[src/rtl/uart_tx_if.sv]
// Byte-to-serial handshake between a UART transmitter and its client.
// The client (master) offers a byte with a single-cycle trmt pulse.
// The transmitter (slave) drives the serial line TX and a sticky tx_done flag.
interface uart_tx_if;
    logic       trmt;     // single-cycle start request
    logic [7:0] tx_data;  // byte to send, sampled with trmt
    logic       TX;       // serial line, idle high
    logic       tx_done;  // sticky frame-complete flag

    modport master (
        output trmt,
        output tx_data,
        input  TX,
        input  tx_done
    );

    modport slave (
        input  trmt,
        input  tx_data,
        output TX,
        output tx_done
    );
endinterface : uart_tx_if

[src/rtl/uart_tx.sv]
// UART transmitter: 8N1, LSB first, idle-high line, sticky tx_done.
// BAUD_DIV is the number of clk cycles per bit period (>= 2, fits 12 bits).
// Optional macro UART_TX_PARITY_EN inserts an even-parity bit between the
// data MSB and the stop bit (11-bit frame). The build without the macro is
// the plain 8N1 frame that matches the existing receiver.
module uart_tx #(
    parameter int BAUD_DIV = 2604
) (
    input  logic     clk,
    input  logic     rst,
    uart_tx_if.slave bus
);

`ifdef UART_TX_PARITY_EN
    localparam int SR_W = 10;  // start + 8 data + parity
`else
    localparam int SR_W = 9;   // start + 8 data
`endif
    // The stop bit is shifted in as fill, so the frame has SR_W + 1 bits and
    // the final shift happens while bit_cnt still holds SR_W.
    localparam logic [3:0]  LAST_BIT  = 4'(SR_W);
    localparam logic [11:0] BAUD_LAST = 12'(BAUD_DIV - 1);

    typedef enum logic {
        IDLE,
        TRANSMITTING
    } state_t;

    state_t            state_q,     state_d;
    logic [SR_W-1:0]   shift_reg_q, shift_reg_d;
    logic [11:0]       baud_cnt_q,  baud_cnt_d;
    logic [3:0]        bit_cnt_q,   bit_cnt_d;
    logic              tx_done_q,   tx_done_d;

    logic              shift;
    logic [SR_W-1:0]   load_val;

    assign shift = (state_q == TRANSMITTING) && (baud_cnt_q == BAUD_LAST);

`ifdef UART_TX_PARITY_EN
    assign load_val = {^bus.tx_data, bus.tx_data, 1'b0};
`else
    assign load_val = {bus.tx_data, 1'b0};
`endif

    // TX comes straight from a flop so the line never glitches.
    assign bus.TX      = shift_reg_q[0];
    assign bus.tx_done = tx_done_q;

    // State and datapath registers with synchronous reset.
    always_ff @(posedge clk) begin
        // NOTE: non-blocking assignments so every flop samples pre-edge values.
        if (rst) begin
            state_q     <= IDLE;
            shift_reg_q <= '1;
            baud_cnt_q  <= '0;
            bit_cnt_q   <= '0;
            tx_done_q   <= 1'b0;
        end else begin
            state_q     <= state_d;
            shift_reg_q <= shift_reg_d;
            baud_cnt_q  <= baud_cnt_d;
            bit_cnt_q   <= bit_cnt_d;
            tx_done_q   <= tx_done_d;
        end
    end

    // Next-state and datapath update for the IDLE/TRANSMITTING FSM.
    always_comb begin
        // NOTE: every target gets a hold default first, so no latch is inferred.
        state_d     = state_q;
        shift_reg_d = shift_reg_q;
        baud_cnt_d  = baud_cnt_q;
        bit_cnt_d   = bit_cnt_q;
        tx_done_d   = tx_done_q;

        unique case (state_q)
            IDLE: begin
                if (bus.trmt) begin
                    shift_reg_d = load_val;
                    baud_cnt_d  = '0;
                    bit_cnt_d   = '0;
                    tx_done_d   = 1'b0;
                    state_d     = TRANSMITTING;
                end
            end

            TRANSMITTING: begin
                if (shift) begin
                    // Fill with 1s: the stop bit and idle level fall out for free.
                    shift_reg_d = {1'b1, shift_reg_q[SR_W-1:1]};
                    baud_cnt_d  = '0;
                    bit_cnt_d   = bit_cnt_q + 4'd1;
                    if (bit_cnt_q == LAST_BIT) begin
                        tx_done_d = 1'b1;
                        state_d   = IDLE;
                    end
                end else begin
                    baud_cnt_d = baud_cnt_q + 12'd1;
                end
            end

            default: state_d = IDLE;
        endcase
    end

endmodule : uart_tx
[src/flat_wrapper.sv]
// flat-port wrapper written by rule: the top's interface ports become plain ports
module uart_tx_flat 
#(
    parameter int BAUD_DIV = 2604
)
  (clk, rst, bus_trmt, bus_tx_data, bus_TX, bus_tx_done);
  uart_tx_if bus_i ();
  input  logic clk;
  input  logic rst;
  input wire logic [$bits(bus_i.trmt)-1:0] bus_trmt;
  input wire logic [$bits(bus_i.tx_data)-1:0] bus_tx_data;
  output wire logic [$bits(bus_i.TX)-1:0] bus_TX;
  output wire logic [$bits(bus_i.tx_done)-1:0] bus_tx_done;
  assign bus_i.trmt = bus_trmt;
  assign bus_i.tx_data = bus_tx_data;
  assign bus_TX = bus_i.TX;
  assign bus_tx_done = bus_i.tx_done;
  uart_tx #(.BAUD_DIV(BAUD_DIV)) u_core (.clk(clk), .rst(rst), .bus(bus_i));
endmodule
[config.mk]
export PLATFORM = sky130hd
export DESIGN_NAME = uart_tx_flat
export DESIGN_NICKNAME = d
export VERILOG_FILES = /design/src/rtl/uart_tx_if.sv /design/src/rtl/uart_tx.sv /design/src/flat_wrapper.sv
export SDC_FILE = /design/constraint.sdc
export NUM_CORES = 1
export LEC_CHECK = 0
export ABC_AREA = 1
export CAP_MARGIN = 20
export CORE_MARGIN = 3
export CORE_UTILIZATION = 55
export CTS_CLUSTER_SIZE = 28
export DETAILED_ROUTE_END_ITERATION = 6
export PLACE_DENSITY_LB_ADDON = 0.12
export SLEW_MARGIN = 20
export SYNTH_ARGS = -nofsm -noshare
export SYNTH_HDL_FRONTEND = slang
export SYNTH_SLANG_ARGS = --single-unit
[constraint.sdc]
create_clock -name clk -period 1.6 [get_ports clk]
set_clock_uncertainty 0.1 [all_clocks]
set_input_delay 0.32 -clock clk [delete_from_list [all_inputs] [get_ports clk]]
set_output_delay 0.32 -clock clk [all_outputs]
set_load 0.005 [all_outputs]
# Yosys cells after proc, flatten, opt, wreduce, memory -nomap -nowiden
# Index checks and enable logic that the tools add are counted.
[op_classes]
n_addsub = 2
n_mux = 17
reduce_logical = 3
eq_ne = 5
bitwise_logic = 1
[ops]
columns = ["cell", "n"]
rows = [
  ["2-to-1 mux 12 bit", 2],
  ["case mux 12 bit (2 select lines)", 1],
  ["2-to-1 mux 9 bit", 2],
  ["case mux 9 bit (2 select lines)", 1],
  ["adder 12 x 1 -> 12 bit, second input constant", 1],
  ["== test 12 bit, second input constant", 1],
  ["2-to-1 mux 4 bit", 2],
  ["case mux 4 bit (2 select lines)", 1],
  ["2-to-1 mux 1 bit", 6],
  ["inequality test 2 bit, second input constant", 3],
  ["adder 4 x 1 -> 4 bit, second input constant", 1],
  ["== test 4 bit, second input constant", 1],
  ["case mux 1 bit (2 select lines)", 2],
  ["AND reduction 3 bit", 1],
  ["AND reduction 2 bit", 1],
  ["logical AND 1 bit", 1],
  ["NOT 1 bit", 1],
]
[totals]
out_inout_bits = 2
inputBits = 11
word_cells = 33
register_bits = 27

# Longest topological paths before layout
[logic_depth]
depth_word = 4
depth_mapped = 9
depth_no_buf = 9

# Worst setup path after synthesis
# OpenSTA, ideal clock, no wires.
[synth_path]
kind = "reg2reg"
startpoint = "register u_core.baud_cnt_q[1]"
endpoint = "register u_core.shift_reg_q[1]"
setup_slack_ns = 0.170
t_required_ns = 1.366
arrival_ns = 1.196
setup_time_ns = 0.134
path_stages_with_launch = 10
synth_period_minus_slack_ns = 1.430
path_buffers = 1
path_cell_list = "dfxtp_1 -> ha_1 -> nand2_1 -> nor2_1 -> nand3_2 -> nand2_4 -> nand2_4 -> buf_6 -> nand2_1 -> nand3_1"
[synth_between]
elab_chain_cells = 4
[synth_rtl]
columns = ["item", "line_no", "source"]
rows = [
  ["from (decl)", "uart_tx.sv:31", "logic [11:0] baud_cnt_q, baud_cnt_d;"],
  ["from (signal assigned)", "uart_tx.sv:62", "baud_cnt_q <= baud_cnt_d;"],
  ["== test 12 bit", "uart_tx.sv:38", "assign shift = (state_q == TRANSMITTING) && (baud_cnt_q == BAUD_LAST);"],
  ["logical AND 1 bit", "uart_tx.sv:38", ""],
  ["inequality test 2 bit (no source line)", "n/a", ""],
  ["AND reduction 2 bit (no source line)", "n/a", ""],
  ["to (signal assigned)", "uart_tx.sv:61", "shift_reg_q <= shift_reg_d;"],
  ["to (decl)", "uart_tx.sv:30", "logic [SR_W-1:0] shift_reg_q, shift_reg_d;"],
]
# Every way passes these cells.
# A chain may end at the register's enable or synchronous reset.

# Worst setup path after layout
[layout_path]
startpoint = "register u_core.baud_cnt_q[0]"
endpoint = "register u_core.baud_cnt_q[10]"
[layout_between]
elab_chain_cells = 4
elab_cells_between_ends = 5
cone_classes = "1 x add/sub; 1 x eq/ne; 2 x mux; 1 x reduce/logical"
[layout_rtl]
columns = ["item", "line_no", "source"]
rows = [
  ["parallel branches: the longest is 2 deep, another holds adder 12 x 1 -> 12 bit", "n/a", ""],
  ["2-to-1 mux 12 bit (*)", "uart_tx.sv:89", "if (shift) begin"],
  ["case mux 12 bit (2 select lines) (*)", "uart_tx.sv:77", "unique case (state_q)"],
]
# Mark *: on every way between the ends.

==> impl_results.md <==
- Layout Nets: 242
- Final ANT Viol Nets: 0
- CTS tree: built
- CP max-delay cell: dfxtp_2
- Hold Crit Depth: 2
- Status: finished, final reports clean
- Core Region: 2320 um^2
- H-tree depth: 1
- CP Cell Sequence: ha_2 -> nand2_1 -> nor2_2 -> nand3_2 -> nand2_4 -> inv_1 -> o21ai_0 -> a21oi_1
- Max-cap violation count: 0
- Biggest area consumer among synthesized cells: dfxtp_1
- Synth top cells by count: nand2_1 (81), dfxtp_1 (27), inv_1 (22), nand3_1 (21), a21oi_1 (16)
- Critical path's top delay family: simple AND/OR/NAND/NOR gates
- Setup crit end kind: flop
- Synth Instances: 212
- Worst hold margin: 0.373 ns
- Yosys reg bits: 27
- Final setup fails: 0
- Min-Delay Endpoint: u_core.shift_reg_q[0]
- Synth Flop Type: dfxtp_1
- Crit-path max FO: 7
- Routability congestion estimate: 0.763
- Wirelength per Cell: 12.0 um
- Grt total ovfl: 0
- Most frequent cell after synthesis: nand2_1
- Slew @ Worst Pin: 0.325 ns
- Compound-gate portion of the synthesized area: 0.0939
- Final cell count without fillers: 255
- Critical Path RT: 1.74 ns
- DR vias: 1304
- Vias in the first global route: 1165
- Routed WL: 3.06 mm
- Die X: 56.4 um
- Via-per-instance ratio: 5.11
- Initial Utilization: 0.603
- Die area: 3180 um^2
- Tot GR Track Use: 0.196
- Synth warn: 0
- Total chip power: 1.20 mW
- Critical Path Start Type: flop
- I/O Pins: 13
- Power Density: 748 nW/um^2
- Antenna violations before repair: 0
- Synth Area in XOR/XNOR: 0.0188
- Post-synthesis average cell area: 6.60 um^2
- Post-route design area: 1600 um^2
- Worst EP arrival: 1.68 ns
- Root Buffer: clkbuf_4
- Post-CTS Hold Fix Bufs: 0
- Largest family of logic cells by synthesized area: simple AND/OR/NAND/NOR gates
- Relative slew slack: 0.783
- Cell leakage power: 0.703 nW
- Critical path startpoint: u_core.baud_cnt_q[0]
- Final Worst Setup Slack: 0.0663 ns
- Place WS: 0.0108 ns
- DP Cell Count: 250
- Port Buf Inserts: 12
- Reg2reg end: u_core.baud_cnt_q[10]
- WP buf/inv: 1
- Rows: 17
- HP Class: reg -> reg
- R2R depth: 8
- Initial DRC count: 52
- Tcrit/Tclk final: 0.959
- Yosys top cell area share: 0.386
- Post-synthesis simple-gate area fraction: 0.374
- Reg2Reg Setup Slack: 0.07 ns
- Adder-Cell Fraction of Synth Area: 0.0268
- Async S/R FF share, synth: 0
- Synth unique cells: 25
- Drt first pass iters: 4
- First-pass GRT wire length: 5.02 mm
- Number of hold violations in the final report: 0
- Area Overhead vs Synth: 14.3%
- Slowest stage delay, CP: 0.36 ns
- Clock sinks: 27
- HPWL after detailed placement: 2.14 mm
- WS Path Type: reg -> reg
- Clock-pin transition on the worst setup and hold timing paths: 0.15 ns
- Synth Net Count: 226
- Largest net degree at the start of global routing: 16
- Clk buf depth: 2
- Die Height: 56.4 um
- VDD IR-drop max: 0.586 mV
- Post-synth EDFFs: 0
- Critical R2R Launch: u_core.baud_cnt_q[0]
- Max frequency: 0.652 GHz
- Post-synthesis sequential area ratio: 0.386
- Instance area after placement: 1550 um^2
- Num CTS Buffers: 3
- Diodes inserted: 0
- Dominant cells by area after synthesis: dfxtp_1 (39%), nand2_1 (22%), nand3_1 (7.5%), inv_1 (5.9%), a21oi_1 (5.7%)
- Fin. max-slew vios: 0
- Final Critical Period: 1.53 ns
- Mapped cell area: 1400 um^2
- # DRC: 0
- Mux contribution to synthesized area: 0.00716
- Clk_lat worst skew: 0.34 ns
- Layout cells sized above 1: 0.119
- Hold_sp: u_core.shift_reg_q[0]
==> cells by family (layout without fill, tap and decap cells) <==
| group | count (synthesis) | count (layout) |
|---|---|---|
| simple gates | 122 | 122 |
| flops | 27 | 27 |
| xor+xnor | 3 | 3 |
| buf+inv | 31 | 46 |
| compound gates | 25 | 25 |
| fa+ha+maj | 3 | 3 |
| mux | 1 | 1 |
==> cell type report <==
cell class	instances	area, um^2
inverters	24	92.6
fillers	216	719
flip-flops and latches	27	546
clock buffers	3	22.5
well taps	28	35.0
repair buffers	18	163
multi-input cells	154	736
clock inverters	1	5.00
==> report_power, final <==
| group | leakage, nW | switching (mW) | total, mW | internal, mW |
|---|---|---|---|---|
| registers | 0.222 | 0.0166 | 0.717 | 0.700 |
| clock network | 0.0177 | 0.218 | 0.312 | 0.0943 |
| logic | 0.464 | 0.0956 | 0.166 | 0.0705 |
==> what timing repair did <==
| action | CTS | global route |
|---|---|---|
| pin swaps | 0 | 0 |
| resized for setup | 6 | 4 |
| buffers inserted | 0 | 1 |
| setup endpoints to repair | 5 | 17 |
==> cell usage in the layout (no fill, tap or decap), drive strengths merged <==
master         netlist  final
o21bai               1      1
clkinv               0      1
xnor2                1      1
nand3               22     22
buf                  4      6
nand2               83     83
ha                   3      3
clkbuf               3      3
dlygate4sd2          0      2
and3                 1      1
nor3                 1      1
clkdlybuf4s50        0     10
nor3b                1      1
inv                 24     24
o21ai                7      7
dfxtp               27     27
xor2                 2      2
a21oi               16     16
mux2i                1      1
nor2                14     14
a31o                 1      1
==> worst register-to-register path, cell delays in order, from the launching register on <==
cell and delay [ns]:
dfxtp_2 0.36, ha_2 0.20, nand2_1 0.07, nor2_2 0.12
nand3_2 0.13, nand2_4 0.12, inv_1 0.14, o21ai_0 0.11
a21oi_1 0.08
==> state kept, by name, indices dropped and copies added (netlist names) <==
signal / flops
u_core.baud_cnt_q: 12
u_core.shift_reg_q: 9
u_core.bit_cnt_q: 4
u_core.bus.tx_done: 1
u_core.state_q: 1
==> routing by layer <==
metal / up-vias / routed length (um) / track usage
met4: 0 / 77 / 0.102
li1: 692 / - / -
met5: - / 0 / 0
met2: 39 / 1330 / 0.289
met1: 567 / 1440 / 0.263
met3: 6 / 217 / 0.0460
==> worst max path at each step <==
stage | endpoint | slack, ns | cells after the start
floorplan | u_core.shift_reg_q[1] | 0.17 | 9
global placement | u_core.shift_reg_q[2] | 0.06 | 7
detailed placement | u_core.shift_reg_q[4] | 0.01 | 9
CTS | u_core.shift_reg_q[4] | 0.01 | 9
global route | u_core.baud_cnt_q[10] | -0.01 | 8
finish | u_core.baud_cnt_q[10] | 0.07 | 8
==> metrics by stage <==
stage          TNS [ns]   util
4_1_cts               0  0.683
6_report              0  0.690
5_1_grt         -0.0523  0.690
3_3_place_gp          0  0.669
2_1_floorplan         0      -
3_5_place_dp          0  0.669
No activity file was read; power rests on OpenSTA's default activity.
